### src/rtl/wb_common.sv
// rtl/wb_common.sv - Wishbone burst encodings and master state type shared by the master and the arbiter.
package wb_common;

  localparam logic [2:0] CTI_CLASSIC   = 3'b000;
  localparam logic [2:0] CTI_INC_BURST = 3'b010;
  localparam logic [2:0] CTI_END_BURST = 3'b111;
  localparam logic [1:0] BTE_LINEAR    = 2'b00;

  typedef enum logic [1:0] {
    ST_IDLE,
    ST_BURST,
    ST_DONE,
    ST_ERR
  } burst_state_t;

  // A zero or oversized length request becomes a full-size burst.
  function automatic logic [3:0] eff_len(input logic [3:0] len, input int max_burst);
    if (len == 4'd0 || int'(len) > max_burst) return 4'(max_burst);
    return len;
  endfunction

endpackage

### src/rtl/wb_watchdog.sv
// rtl/wb_watchdog.sv - Counts enabled cycles since the last clear; flags the TIMEOUT-th quiet cycle.
module wb_watchdog #(
  parameter int TIMEOUT = 1024
) (
  input  logic clk,
  input  logic rst_n,
  input  logic clear,
  input  logic enable,
  output logic expired
);

  localparam int CW = $clog2(TIMEOUT + 1);

  logic [CW-1:0] r_cnt;

  assign expired = enable && !clear && (r_cnt == CW'(TIMEOUT - 1));

  always_ff @(posedge clk) begin
    if (!rst_n) begin
      r_cnt <= '0;
    end else if (!enable || clear) begin
      r_cnt <= '0;
    end else if (!expired) begin
      r_cnt <= r_cnt + 1'b1;
    end
  end

endmodule

### src/rtl/wb_burst_master.sv
// rtl/wb_burst_master.sv - Command-driven Wishbone incrementing-burst master with read/write streams and ack watchdog.
module wb_burst_master #(
  parameter int MAX_BURST = 8,
  parameter int TIMEOUT   = 1024
) (
  input  logic        wb_clk,
  input  logic        wb_rst_n,
  input  logic        cmd_valid_i,
  output logic        cmd_ready_o,
  input  logic        cmd_we_i,
  input  logic [31:0] cmd_adr_i,
  input  logic [3:0]  cmd_len_i,
  input  logic [31:0] wdat_i,
  input  logic [3:0]  wdat_sel_i,
  input  logic        wdat_valid_i,
  output logic        wdat_ready_o,
  output logic [31:0] rdat_o,
  output logic        rdat_valid_o,
  output logic        done_o,
  output logic        err_o,
  output logic [31:0] wb_adr_o,
  output logic        wb_stb_o,
  output logic        wb_cyc_o,
  output logic [2:0]  wb_cti_o,
  output logic [1:0]  wb_bte_o,
  output logic        wb_we_o,
  output logic [3:0]  wb_sel_o,
  output logic [31:0] wb_dat_o,
  input  logic [31:0] wb_dat_i,
  input  logic        wb_ack_i
);

  import wb_common::*;

  burst_state_t r_state, w_next;

  logic        r_we;
  logic [31:0] r_adr;
  logic [3:0]  r_len;
  logic [3:0]  r_beat;
  logic        r_wfull;
  logic [31:0] r_wdat;
  logic [3:0]  r_wsel;
  logic [31:0] r_rdat;
  logic        r_rvalid;

  logic w_stb, w_ack, w_last_beat, w_expired, w_in_burst;
  logic w_unused_adr;

  assign w_unused_adr = ^cmd_adr_i[1:0];
  assign w_in_burst   = (r_state == ST_BURST);
  // A write beat is only strobed while the data register holds it.
  assign w_stb        = w_in_burst && (!r_we || r_wfull);
  assign w_ack        = w_stb && wb_ack_i;
  assign w_last_beat  = (r_beat == r_len - 4'd1);

  wb_watchdog #(.TIMEOUT(TIMEOUT)) u_watchdog (
    .clk     (wb_clk),
    .rst_n   (wb_rst_n),
    .clear   (w_ack),
    .enable  (w_in_burst),
    .expired (w_expired)
  );

  always_ff @(posedge wb_clk) begin
    if (!wb_rst_n) r_state <= ST_IDLE;
    else           r_state <= w_next;
  end

  always_comb begin
    w_next       = r_state;
    cmd_ready_o  = 1'b0;
    wb_cyc_o     = 1'b0;
    wb_stb_o     = 1'b0;
    wb_we_o      = 1'b0;
    wb_cti_o     = CTI_CLASSIC;
    wdat_ready_o = 1'b0;
    done_o       = 1'b0;
    err_o        = 1'b0;
    case (r_state)
      ST_IDLE: begin
        cmd_ready_o = wb_rst_n;
        if (cmd_valid_i && wb_rst_n) w_next = ST_BURST;
      end
      ST_BURST: begin
        wb_cyc_o     = 1'b1;
        wb_stb_o     = w_stb;
        wb_we_o      = r_we;
        wdat_ready_o = r_we && !r_wfull;
        if (r_len == 4'd1)    wb_cti_o = CTI_CLASSIC;
        else if (w_last_beat) wb_cti_o = CTI_END_BURST;
        else                  wb_cti_o = CTI_INC_BURST;
        if (w_ack && w_last_beat) w_next = ST_DONE;
        else if (w_expired)       w_next = ST_ERR;
      end
      ST_DONE: begin
        done_o = 1'b1;
        w_next = ST_IDLE;
      end
      ST_ERR: begin
        err_o  = 1'b1;
        w_next = ST_IDLE;
      end
      default: w_next = ST_IDLE;
    endcase
  end

  always_ff @(posedge wb_clk) begin
    if (!wb_rst_n) begin
      r_we     <= 1'b0;
      r_adr    <= '0;
      r_len    <= '0;
      r_beat   <= '0;
      r_wfull  <= 1'b0;
      r_wdat   <= '0;
      r_wsel   <= '0;
      r_rdat   <= '0;
      r_rvalid <= 1'b0;
    end else begin
      r_rvalid <= w_ack && !r_we;
      if (w_ack && !r_we) r_rdat <= wb_dat_i;

      if (r_state == ST_IDLE && cmd_valid_i) begin
        r_we   <= cmd_we_i;
        r_adr  <= {cmd_adr_i[31:2], 2'b00};
        r_len  <= eff_len(cmd_len_i, MAX_BURST);
        r_beat <= '0;
      end else if (w_ack) begin
        r_adr  <= r_adr + 32'd4;
        r_beat <= r_beat + 4'd1;
      end

      // Leaving the burst (done or abort) discards any beat still held.
      if (wdat_valid_i && wdat_ready_o) begin
        r_wfull <= 1'b1;
        r_wdat  <= wdat_i;
        r_wsel  <= wdat_sel_i;
      end else if (w_ack || !w_in_burst) begin
        r_wfull <= 1'b0;
      end
    end
  end

  assign wb_adr_o     = r_adr;
  assign wb_dat_o     = r_wdat;
  assign wb_sel_o     = r_wsel;
  assign wb_bte_o     = BTE_LINEAR;
  assign rdat_o       = r_rdat;
  assign rdat_valid_o = r_rvalid;

endmodule

### config.mk
export PLATFORM = sky130hd
export DESIGN_NAME = wb_burst_master
export DESIGN_NICKNAME = d
export VERILOG_FILES = /design/src/rtl/wb_common.sv /design/src/rtl/wb_watchdog.sv /design/src/rtl/wb_burst_master.sv
export SDC_FILE = /design/constraint.sdc
export NUM_CORES = 1
export LEC_CHECK = 0
export CAP_MARGIN = 25
export CORE_UTILIZATION = 39
export CTS_BUF_LIST = sky130_fd_sc_hd__clkbuf_16
export CTS_CLUSTER_SIZE = 14
export DETAILED_ROUTE_END_ITERATION = 10
export PLACE_DENSITY = 0.77
export SLEW_MARGIN = 20
export SYNTH_ARGS = -nofsm -noshare
export SYNTH_HDL_FRONTEND = slang
export SYNTH_SLANG_ARGS = --single-unit
### constraint.sdc
create_clock -name wb_clk -period 2.05 [get_ports wb_clk]
set_clock_uncertainty 0.1 [all_clocks]
set_input_delay 0.615 -clock wb_clk [delete_from_list [all_inputs] [get_ports wb_clk]]
set_output_delay 0.615 -clock wb_clk [all_outputs]
set_load 0.1 [all_outputs]
==> results.yml, run 1 <==
run_status:
  status: "complete, but fails checks"
  violations: "negative setup slack"
sta:
  fmax_ghz: 0.370
  tightest_slew_ns: 0.507
  fin_crit_sh: 1.32
  final_max_slew_viol_count: 0
  setup_slack_ns: -0.651
  rsz0062_at_grt: "true"
  setup_viol: 7
  max-slew-margin-rel: 0.653
  fin_crit_ns: 2.70
  finalHoldViolations: 0
yosys:
  synth_simple_gate_area_frac: 0.266
  synth.distinct_cells: 53
  synthFlopType: "dfxtp_1"
  syn_area_per_cell_sq_um: 8.06
  synth-adder-area-share: 0.0118
  netlist_area_sq_um: 5310
  synth-xor-area-share: 0.0561
  muxShareOfSynthArea: 0
  netlist.top_cell.by_area: "dfxtp_1"
  synth-seq-cells: 122
  synthCells: 659
  synth_compound_area_frac: 0.157
  synth-edff-count: 0
  synthArstFlopShare: 0
  netlist.area_leader.share: 0.460
  synth_top_family_by_area: "simple AND/OR/NAND/NOR gates"
  yosysWarnings: 0
  synthTopCellsByArea: "dfxtp_1 46%, nand2_1 12%, a21oi_1 9.0%"
  ys_seq_area_frac: 0.460
clock_tree:
  clock-root-buffer: "clkbuf_16"
  htreeDepth: 4
  clkTransAtPathRegs_ns: 0.05
  clk_latency_ns: 0.42
  clk_path_buf_depth: 2
  holdBufCountCts: 0
  cts_buffers: 17
  cts.sinks: 122
  cts_tree: "built"
power:
  switching_share: 0.315
  power_frac_comb: 0.251
  p_per_area_nw_per_um2: 686
  p_int_mw: 4.64
  p_total_mw: 6.78
  netSwitchingPower_mw: 2.13
  p_clk_frac: 0.363
  pwr-share-seq: 0.386
  ir_drop_mv: 0.459
  power.leakage_nw: 3.65
finish:
  drive_gt1_frac: 0.283
  syn_to_final_growth_pct: 85.8
  fin_cells: 1103
  layout_commonest_cell: "nand2_1"
  nets: 1030
  fillers: 921
  most-common-layout-cells: "165 x nand2_1, 116 x buf_12, 105 x clkdlybuf4s50_1"
floorplan:
  fp.dieH_um: 119
  die_w_um: 119
  rows: 42
  start_util: 0.401
  core_sq_um: 13200
  die-area_sq_um: 14100
  io_pins: 223
routing:
  finalWirelength_um: 18200
  vias: 5808
  wl_per_cell_um: 16.5
  viasPerCell: 5.27
  dr.pass1.iters: 4
  ant_nets: 0
  drt_iter0_drc: 415
  drc: 0
critical_path:
  r2r_slack_ns: 0.10
  reg2reg_depth: 7
  end_kind: "output pin"
  crit_type: "register to output pin"
  reg2reg_from: "r_state[1]"
  rr_endpoint: "wb_adr_o[21]"
  crit_fanout: 3
  endpoint: "wb_cti_o[2]"
  cp-startpoint: "r_len[0]"
  startpoint_type: "register"
  required_ns: 1.33
  arrival_ns: 1.99
placement:
  dp.cells: 1056
  place.gp.congestion: 0.890
  post-dp-hpwl_um: 13100
  port_buffers: 216
global_routing:
  grt_pass1_wl_um: 28500
  grt_pass1_vias: 5569
  grt_start_max_net_pins: 51
  grt-ovfl-total: 0
  grt_util_all_layers: 0.261
  antenna_found_initial: 1
run:
  drv_cap: 0
min_path:
  hp-class: "register to register"
## cell usage after synthesis (all sizes together) (2+ instances only)
| master | number |
|---|---|
| buf | 20 |
| nor3 | 7 |
| o22ai | 3 |
| dfxtp | 122 |
| nand3b | 4 |
| or3 | 5 |
| nand2b | 2 |
| and4 | 3 |
| nor4 | 8 |
| a2111oi | 2 |
| nand4 | 21 |
| clkbuf | 25 |
| a211oi | 9 |
| a31oi | 7 |
| ha | 5 |
| nand3 | 21 |
| and2 | 5 |
| o31ai | 2 |
| nand2 | 166 |
| nor2b | 3 |
| xor2 | 18 |
| nor2 | 34 |
| and3 | 8 |
| a311oi | 2 |
| o211ai | 2 |
| a21oi | 95 |
| o21ai | 24 |
| or2 | 2 |
| inv | 10 |
| xnor2 | 16 |
## per-stage QoR
stage          setup WS [ns]  utilization  TNS, ns  hold WS [ns]  area (sq um)
5_1_grt               -0.839        0.745    -2.39         0.408          9870
3_3_place_gp          -0.318        0.693   -24.11         0.348          9180
2_1_floorplan         -0.839            -    -2.04         0.340          5550
4_1_cts               -0.660        0.739    -1.89         0.375          9790
3_5_place_dp          -0.388        0.693   -28.42         0.368          9180
6_report              -0.651        0.745    -1.79         0.373          9870
## critical path, cell delays in order, from the launching register on
cell and delay, ns:
dfxtp_2 0.35, inv_2 0.05, ha_4 0.15, xor2_1 0.14, xnor2_1 0.15, nand4_1 0.18, a211oi_4 0.34, buf_12 0.22
## power groups by stage
stage	clock network (mW)	registers, mW	logic [mW]
2_1_floorplan	0	3.17	0.393
3_3_place_gp	0	2.65	1.64
5_1_grt	2.62	2.63	1.77
4_1_cts	2.49	2.61	1.69
3_5_place_dp	0	2.66	1.66
6_report	2.46	2.61	1.70
## logic make-up (layout without fill, tap and decap cells)
kind of cell	after synthesis	count (layout)
compound gates	149	149
xor+xnor	34	34
fa+ha+maj	5	5
buf+inv	55	319
flops	122	122
other cells	1	5
simple gates	293	293
## how the worst min path moves through the flow
stage / start / depth (start not counted) / end / slack (ns)
detailed placement: r_len[1] / 2 / r_len[1] / 0.37
floorplan: u_watchdog.r_cnt[10] / 2 / u_watchdog.r_cnt[10] / 0.34
CTS: r_len[1] / 2 / r_len[1] / 0.37
global placement: u_watchdog.r_cnt[10] / 2 / u_watchdog.r_cnt[10] / 0.35
finish: r_len[1] / 2 / r_len[1] / 0.37
global route: r_len[1] / 2 / r_len[1] / 0.41
## area by class of cell
class                      instances  area, sq um  area share
clock inverter                    13         53.8     0.00545
inverter                          10         58.8     0.00596
tap                              176          220      0.0223
clock buffer                      17          425      0.0431
sequential                       122         2520       0.255
multi-input combinational        485         2750       0.278
timing repair buffer             279         3840       0.389
antenna                            1         2.50    0.000254
## state kept, by name, summed over array words and instances (netlist names)
signal	cells
r_state	2
r_len	4
wb_adr_o	30
wb_dat_o	32
rdat_o	32
r_beat	4
rdat_valid_o	1
r_we	1
r_wfull	1
u_watchdog.r_cnt	11
wb_sel_o	4
## timing repair
action                     CTS  global route
setup endpoints to repair    9            16
buffers inserted             9             8
resized for setup           15             9
pin swaps                    4             6
## layer usage
layer  global-route usage  part of all wire
met3               0.0603             0.055
met5                    0                 0
met1                0.296              0.38
met4                0.150             0.044
met2                0.448              0.52
No activity file was read; power rests on OpenSTA's default activity.
==> run 2: changes to the inputs <==
--- a/config.mk
+++ b/config.mk
@@ -12,2 +12,3 @@
 export DETAILED_ROUTE_END_ITERATION = 10
+export HOLD_SLACK_MARGIN = 0.05
 export PLACE_DENSITY = 0.77
==> constraint.sdc (replaced) <==
create_clock -name wb_clk -period 2.05 [get_ports wb_clk]
set_clock_uncertainty 0.1 [all_clocks]
set_input_delay 0.205 -clock wb_clk [delete_from_list [all_inputs] [get_ports wb_clk]]
set_output_delay 0.205 -clock wb_clk [all_outputs]
set_load 0.1 [all_outputs]
==> run 2 against run 1 <==
  * The run still ends with negative setup slack left
  * Maximum frequency grew 19%
  * Sequential power decreased by 2%
  * Hold slack worse by 0.14 ns
  * Flip-flop and latch count unchanged
  * Final area fell by 15%
  * Cell count is 2.3% lower
  * Sequential share of layout area is 4.5 points higher
  * Critical endpoint unchanged
  * Largest power group is now the clock network
  * Highest routed layer unchanged
==> results.yml, run 2 (synthesis results as in run 1) <==
floorplan:
  core_sq_um: 13200
  die_w_um: 119
  rows: 42
  die-area_sq_um: 14100
  fp.dieH_um: 119
  io_pins: 223
  start_util: 0.401
power:
  p_int_mw: 4.63
  p_per_area_nw_per_um2: 806
  switching_share: 0.316
  power_frac_comb: 0.210
  power.leakage_nw: 3.18
  p_total_mw: 6.77
  netSwitchingPower_mw: 2.14
  pwr-share-seq: 0.380
  p_clk_frac: 0.410
  ir_drop_mv: 0.544
placement:
  port_buffers: 216
  place.gp.congestion: 0.920
  placed_area_sq_um: 7760
  post-dp-hpwl_um: 11800
  dp.cells: 1041
critical_path:
  crit_buf_inv: 2
  cp-startpoint: "r_len[1]"
  crit_family: "flip-flops"
  path_cells: "inv_2 > ha_4 > xor2_2 > xnor2_1 > nand4_1 > a211oi_4 > buf_12"
  crit_type: "register to output pin"
  reg2reg_depth: 5
  r2r_slack_ns: 0.05
  required_ns: 1.75
  cpPeakStageDelay_ns: 0.34
  crit_fanout: 3
  worst_path_max_delay_cell: "dfxtp_2"
  arrival_ns: 1.97
  end_kind: "output pin"
  rr_endpoint: "wb_adr_o[18]"
  startpoint_type: "register"
  reg2reg_from: "wb_adr_o[14]"
clock_tree:
  clk_latency_ns: 0.42
  cts_tree: "built"
  htreeDepth: 4
  holdBufCountCts: 0
  clkTransAtPathRegs_ns: 0.05
  clk_path_buf_depth: 2
  clock-root-buffer: "clkbuf_16"
  cts.sinks: 122
  cts_buffers: 17
min_path:
  holdPathEnd: "rdat_o[9]"
  hold_depth: 3
  hp-start: "wb_dat_i[9]"
  hp-class: "input pin to register"
sta:
  setup_viol: 2
  fmax_ghz: 0.440
  whs_ns: 0.233
  fin_crit_sh: 1.11
  tns_ns: -0.448
  finalHoldViolations: 0
  final_max_slew_viol_count: 0
  fin_crit_ns: 2.27
  tightest_slew_ns: 0.512
  max-slew-margin-rel: 0.657
  rsz0062_at_grt: "true"
  setup_slack_ns: -0.224
global_routing:
  grt-ovfl-total: 0
  grt_pass1_wl_um: 26200
  grt_util_all_layers: 0.236
  grt_pass1_vias: 5301
  antenna_found_initial: 0
  grt_start_max_net_pins: 45
routing:
  ant_nets: 0
  wl_per_cell_um: 15.2
  finalWirelength_um: 16400
  viasPerCell: 5.09
  vias: 5492
  drc: 0
  dr.pass1.iters: 5
  drt_iter0_drc: 276
run_status:
  status: "complete, but fails checks"
  violations: "negative setup slack"
finish:
  fin_area_sq_um: 8400
  drive_gt1_frac: 0.265
  n_antenna_cell: 0
  syn_to_final_growth_pct: 58.1
  nets: 1005
  most-common-layout-cells: "166 x nand2_1, 131 x buf_4, 107 x clkdlybuf4s50_1"
  layout_commonest_cell: "nand2_1"
  fin_cells: 1078
run:
  drv_cap: 0
==> run 2: power groups by stage <==
stage / sequential, mW / combinational, mW / clock [mW]
2_1_floorplan: 3.17 / 0.374 / 0
3_3_place_gp: 2.61 / 1.40 / 0
3_5_place_dp: 2.62 / 1.41 / 0
4_1_cts: 2.57 / 1.42 / 2.81
5_1_grt: 2.58 / 1.49 / 2.93
6_report: 2.57 / 1.42 / 2.78
==> run 2: what timing repair did <==
item                       in CTS  in global routing
setup endpoints to repair       3                  5
pin swaps                       7                  2
resized for setup              11                  5
setup buffers                   8                  1
==> run 2: worst max-delay path by stage <==
stage | end | slack [ns] | cells past startpoint
6_report | wb_cti_o[2] | -0.22 | 7
2_1_floorplan | wb_cti_o[2] | -0.43 | 7
3_3_place_gp | wb_adr_o[29] | -0.08 | 7
5_1_grt | wb_cti_o[2] | -0.32 | 7
4_1_cts | wb_cti_o[2] | -0.30 | 7
3_5_place_dp | wb_adr_o[29] | -0.13 | 7
==> run 2: per-stage QoR <==
| step | setup slack (ns) | util |
|---|---|---|
| final | -0.224 | 0.634 |
| after global routing | -0.323 | 0.634 |
| after CTS | -0.296 | 0.635 |
| after detailed placement | -0.132 | 0.586 |
| after global placement | -0.0795 | 0.586 |
| after floorplan | -0.429 | - |
==> run 2: tightest hold or removal path, cell delays in order <==
cell             delay [ns]
clkdlybuf4s50_1        0.39
nand2_1                0.05
a21oi_1                0.05
==> run 2: area by class of cell <==
cell class	instances	area (sq um)
fillers	1202	4840
multi-input cells	485	2710
flip-flops and latches	122	2520
repair buffers	254	2360
clock buffers	18	450
well taps	176	220
clock inverters	13	103
inverters	10	42.5
==> run 2: routing by layer <==
layer,share of wire,vias to the layer above,global-route usage
li1,-,2723,-
met1,0.42,2528,0.285
met2,0.49,198,0.391
met3,0.056,43,0.0594
met4,0.030,0,0.116
met5,0,-,0
==> run 3: changes to the inputs <==
Settings changed: SETUP_SLACK_MARGIN set to 0.3.
==> run 3 against run 2 <==
  * The flow still finishes with violations (negative setup slack)
  * Wire length increased by 14%
  * Final area increased by 11%
  * Maximum frequency decreased by 3.2%
  * Non-clock buffer count rose by 34
  * Cell count increased by 3.3%
  * Die area is the same
  * Global-route usage grew 0.28 points
  * Via count grew 5.8%
  * Hold slack better by 0.013 ns
  * Setup slack worse by 0.075 ns
  * Largest power group unchanged
==> results.yml, run 3 (synthesis results as in run 1) <==
sta:
  fin_crit_sh: 1.15
  fmax_ghz: 0.426
  tns_ns: -0.830
  max-slew-margin-rel: 0.611
  tightest_slew_ns: 0.583
  rsz0062_at_grt: "true"
  setup_slack_ns: -0.299
  finalHoldViolations: 0
  setup_viol: 4
  fin_crit_ns: 2.35
  final_max_slew_viol_count: 0
critical_path:
  crit_fanout: 4
  endpoint: "wb_cti_o[2]"
  arrival_ns: 2.04
  reg2reg_from: "r_len[0]"
  startpoint_type: "register"
  end_kind: "output pin"
  cp-startpoint: "r_len[0]"
  rr_endpoint: "r_state[1]"
  reg2reg_depth: 13
  crit_type: "register to output pin"
  required_ns: 1.75
  r2r_slack_ns: -0.13
power:
  netSwitchingPower_mw: 2.16
  p_per_area_nw_per_um2: 759
  p_int_mw: 4.89
  switching_share: 0.306
  power.leakage_nw: 3.63
  power_frac_comb: 0.224
  pwr-share-seq: 0.365
  ir_drop_mv: 0.617
  p_clk_frac: 0.411
clock_tree:
  cts.sinks: 122
  clock-root-buffer: "clkbuf_16"
  clk_path_buf_depth: 2
  cts_tree: "built"
  holdBufCountCts: 0
  clk_latency_ns: 0.41
  cts_buffers: 17
  htreeDepth: 4
  clkTransAtPathRegs_ns: 0.05
floorplan:
  die_w_um: 119
  start_util: 0.401
  fp.dieH_um: 119
  io_pins: 223
  rows: 42
  core_sq_um: 13200
  die-area_sq_um: 14100
finish:
  nets: 1042
  most-common-layout-cells: "144 x buf_4, 139 x nand2_1, 106 x clkdlybuf4s50_1"
  fin_area_sq_um: 9290
  fillers: 1036
  drive_gt1_frac: 0.357
  n_antenna_cell: 0
  layout_commonest_cell: "buf_4"
  syn_to_final_growth_pct: 74.8
placement:
  place.gp.congestion: 0.859
  pre_cts_ws_ns: -0.00458
  placed_area_sq_um: 7870
  port_buffers: 216
  post-dp-hpwl_um: 11800
global_routing:
  grt_pass1_wl_um: 26600
  antenna_found_initial: 0
  grt_start_max_net_pins: 54
  grt_pass1_vias: 5469
  grt-ovfl-total: 0
  grt_util_all_layers: 0.239
run:
  drv_cap: 0
run_status:
  status: "complete, but fails checks"
  violations: "negative setup slack"
routing:
  wl_per_cell_um: 16.8
  drc: 0
  ant_nets: 0
  vias: 5812
  dr.pass1.iters: 5
  viasPerCell: 5.22
  drt_iter0_drc: 354
  finalWirelength_um: 18700
min_path:
  hp-class: "input pin to register"
run 3: cell count changes in the layout (fill, tap and decap cells not counted), sizes merged, moves of 2 or more:
cell	delta
clkinv	-3
buf	+29
and2	+2
inv	+2
clkbuf	+6
clkinvlp	-2
run 3: worst min-delay path by stage:
stage / start / to / cells after the start
3_5_place_dp: wb_dat_o[8] / wb_dat_o[8] / 2
6_report: wdat_i[22] / wb_dat_o[22] / 3
3_3_place_gp: rdat_o[13] / rdat_o[13] / 2
4_1_cts: wdat_i[22] / wb_dat_o[22] / 3
2_1_floorplan: cmd_adr_i[30] / wb_adr_o[30] / 2
5_1_grt: wdat_i[5] / wb_dat_o[5] / 3
run 3: cell type report:
| class | instances | area, sq um | share of cell area |
|---|---|---|---|
| clock buffers | 19 | 475 | 0.0512 |
| repair buffers | 288 | 2770 | 0.298 |
| inverters | 10 | 53.8 | 0.00579 |
| multi-input cells | 488 | 3120 | 0.336 |
| flip-flops and latches | 122 | 2550 | 0.274 |
| clock inverters | 11 | 100 | 0.0108 |
| well taps | 176 | 220 | 0.0237 |
run 3: critical path, stage by stage (launching register included):
cell and delay (ns):
dfxtp_4 0.36, inv_2 0.04, ha_4 0.14, xor2_1 0.14, xnor2_1 0.16, nand4_1 0.19
a211oi_4 0.38, buf_12 0.23
run 3: timing repair:
item	CTS	global route
setup buffers	21	14
resized for setup	37	71
cloned	0	9
setup endpoints to repair	63	98
pin swaps	30	36
run 3: metrics by stage:
stage / instances / hold WS, ns / power, mW / utilization
floorplan: 662 / 0.238 / 3.56 / -
global placement: 1040 / 0.342 / 4.03 / 0.594
detailed placement: 1040 / 0.347 / 4.04 / 0.594
CTS: 1091 / 0.224 / 7.00 / 0.660
global route: 1114 / 0.233 / 7.28 / 0.701
finish: 1114 / 0.245 / 7.05 / 0.701
run 3: routing by layer:
metal,part of all wire,track usage,vias up
li1,-,-,2815
met2,0.51,0.421,184
met1,0.42,0.269,2774
met3,0.045,0.0531,39
met4,0.029,0.124,0
met5,0,0,-
run 3: power by group through the flow:
stage	combinational (mW)	clock, mW	sequential (mW)
CTS	1.49	2.95	2.56
finish	1.58	2.90	2.57
detailed placement	1.43	0	2.61
global placement	1.42	0	2.61
floorplan	0.391	0	3.17
global route	1.64	3.06	2.58
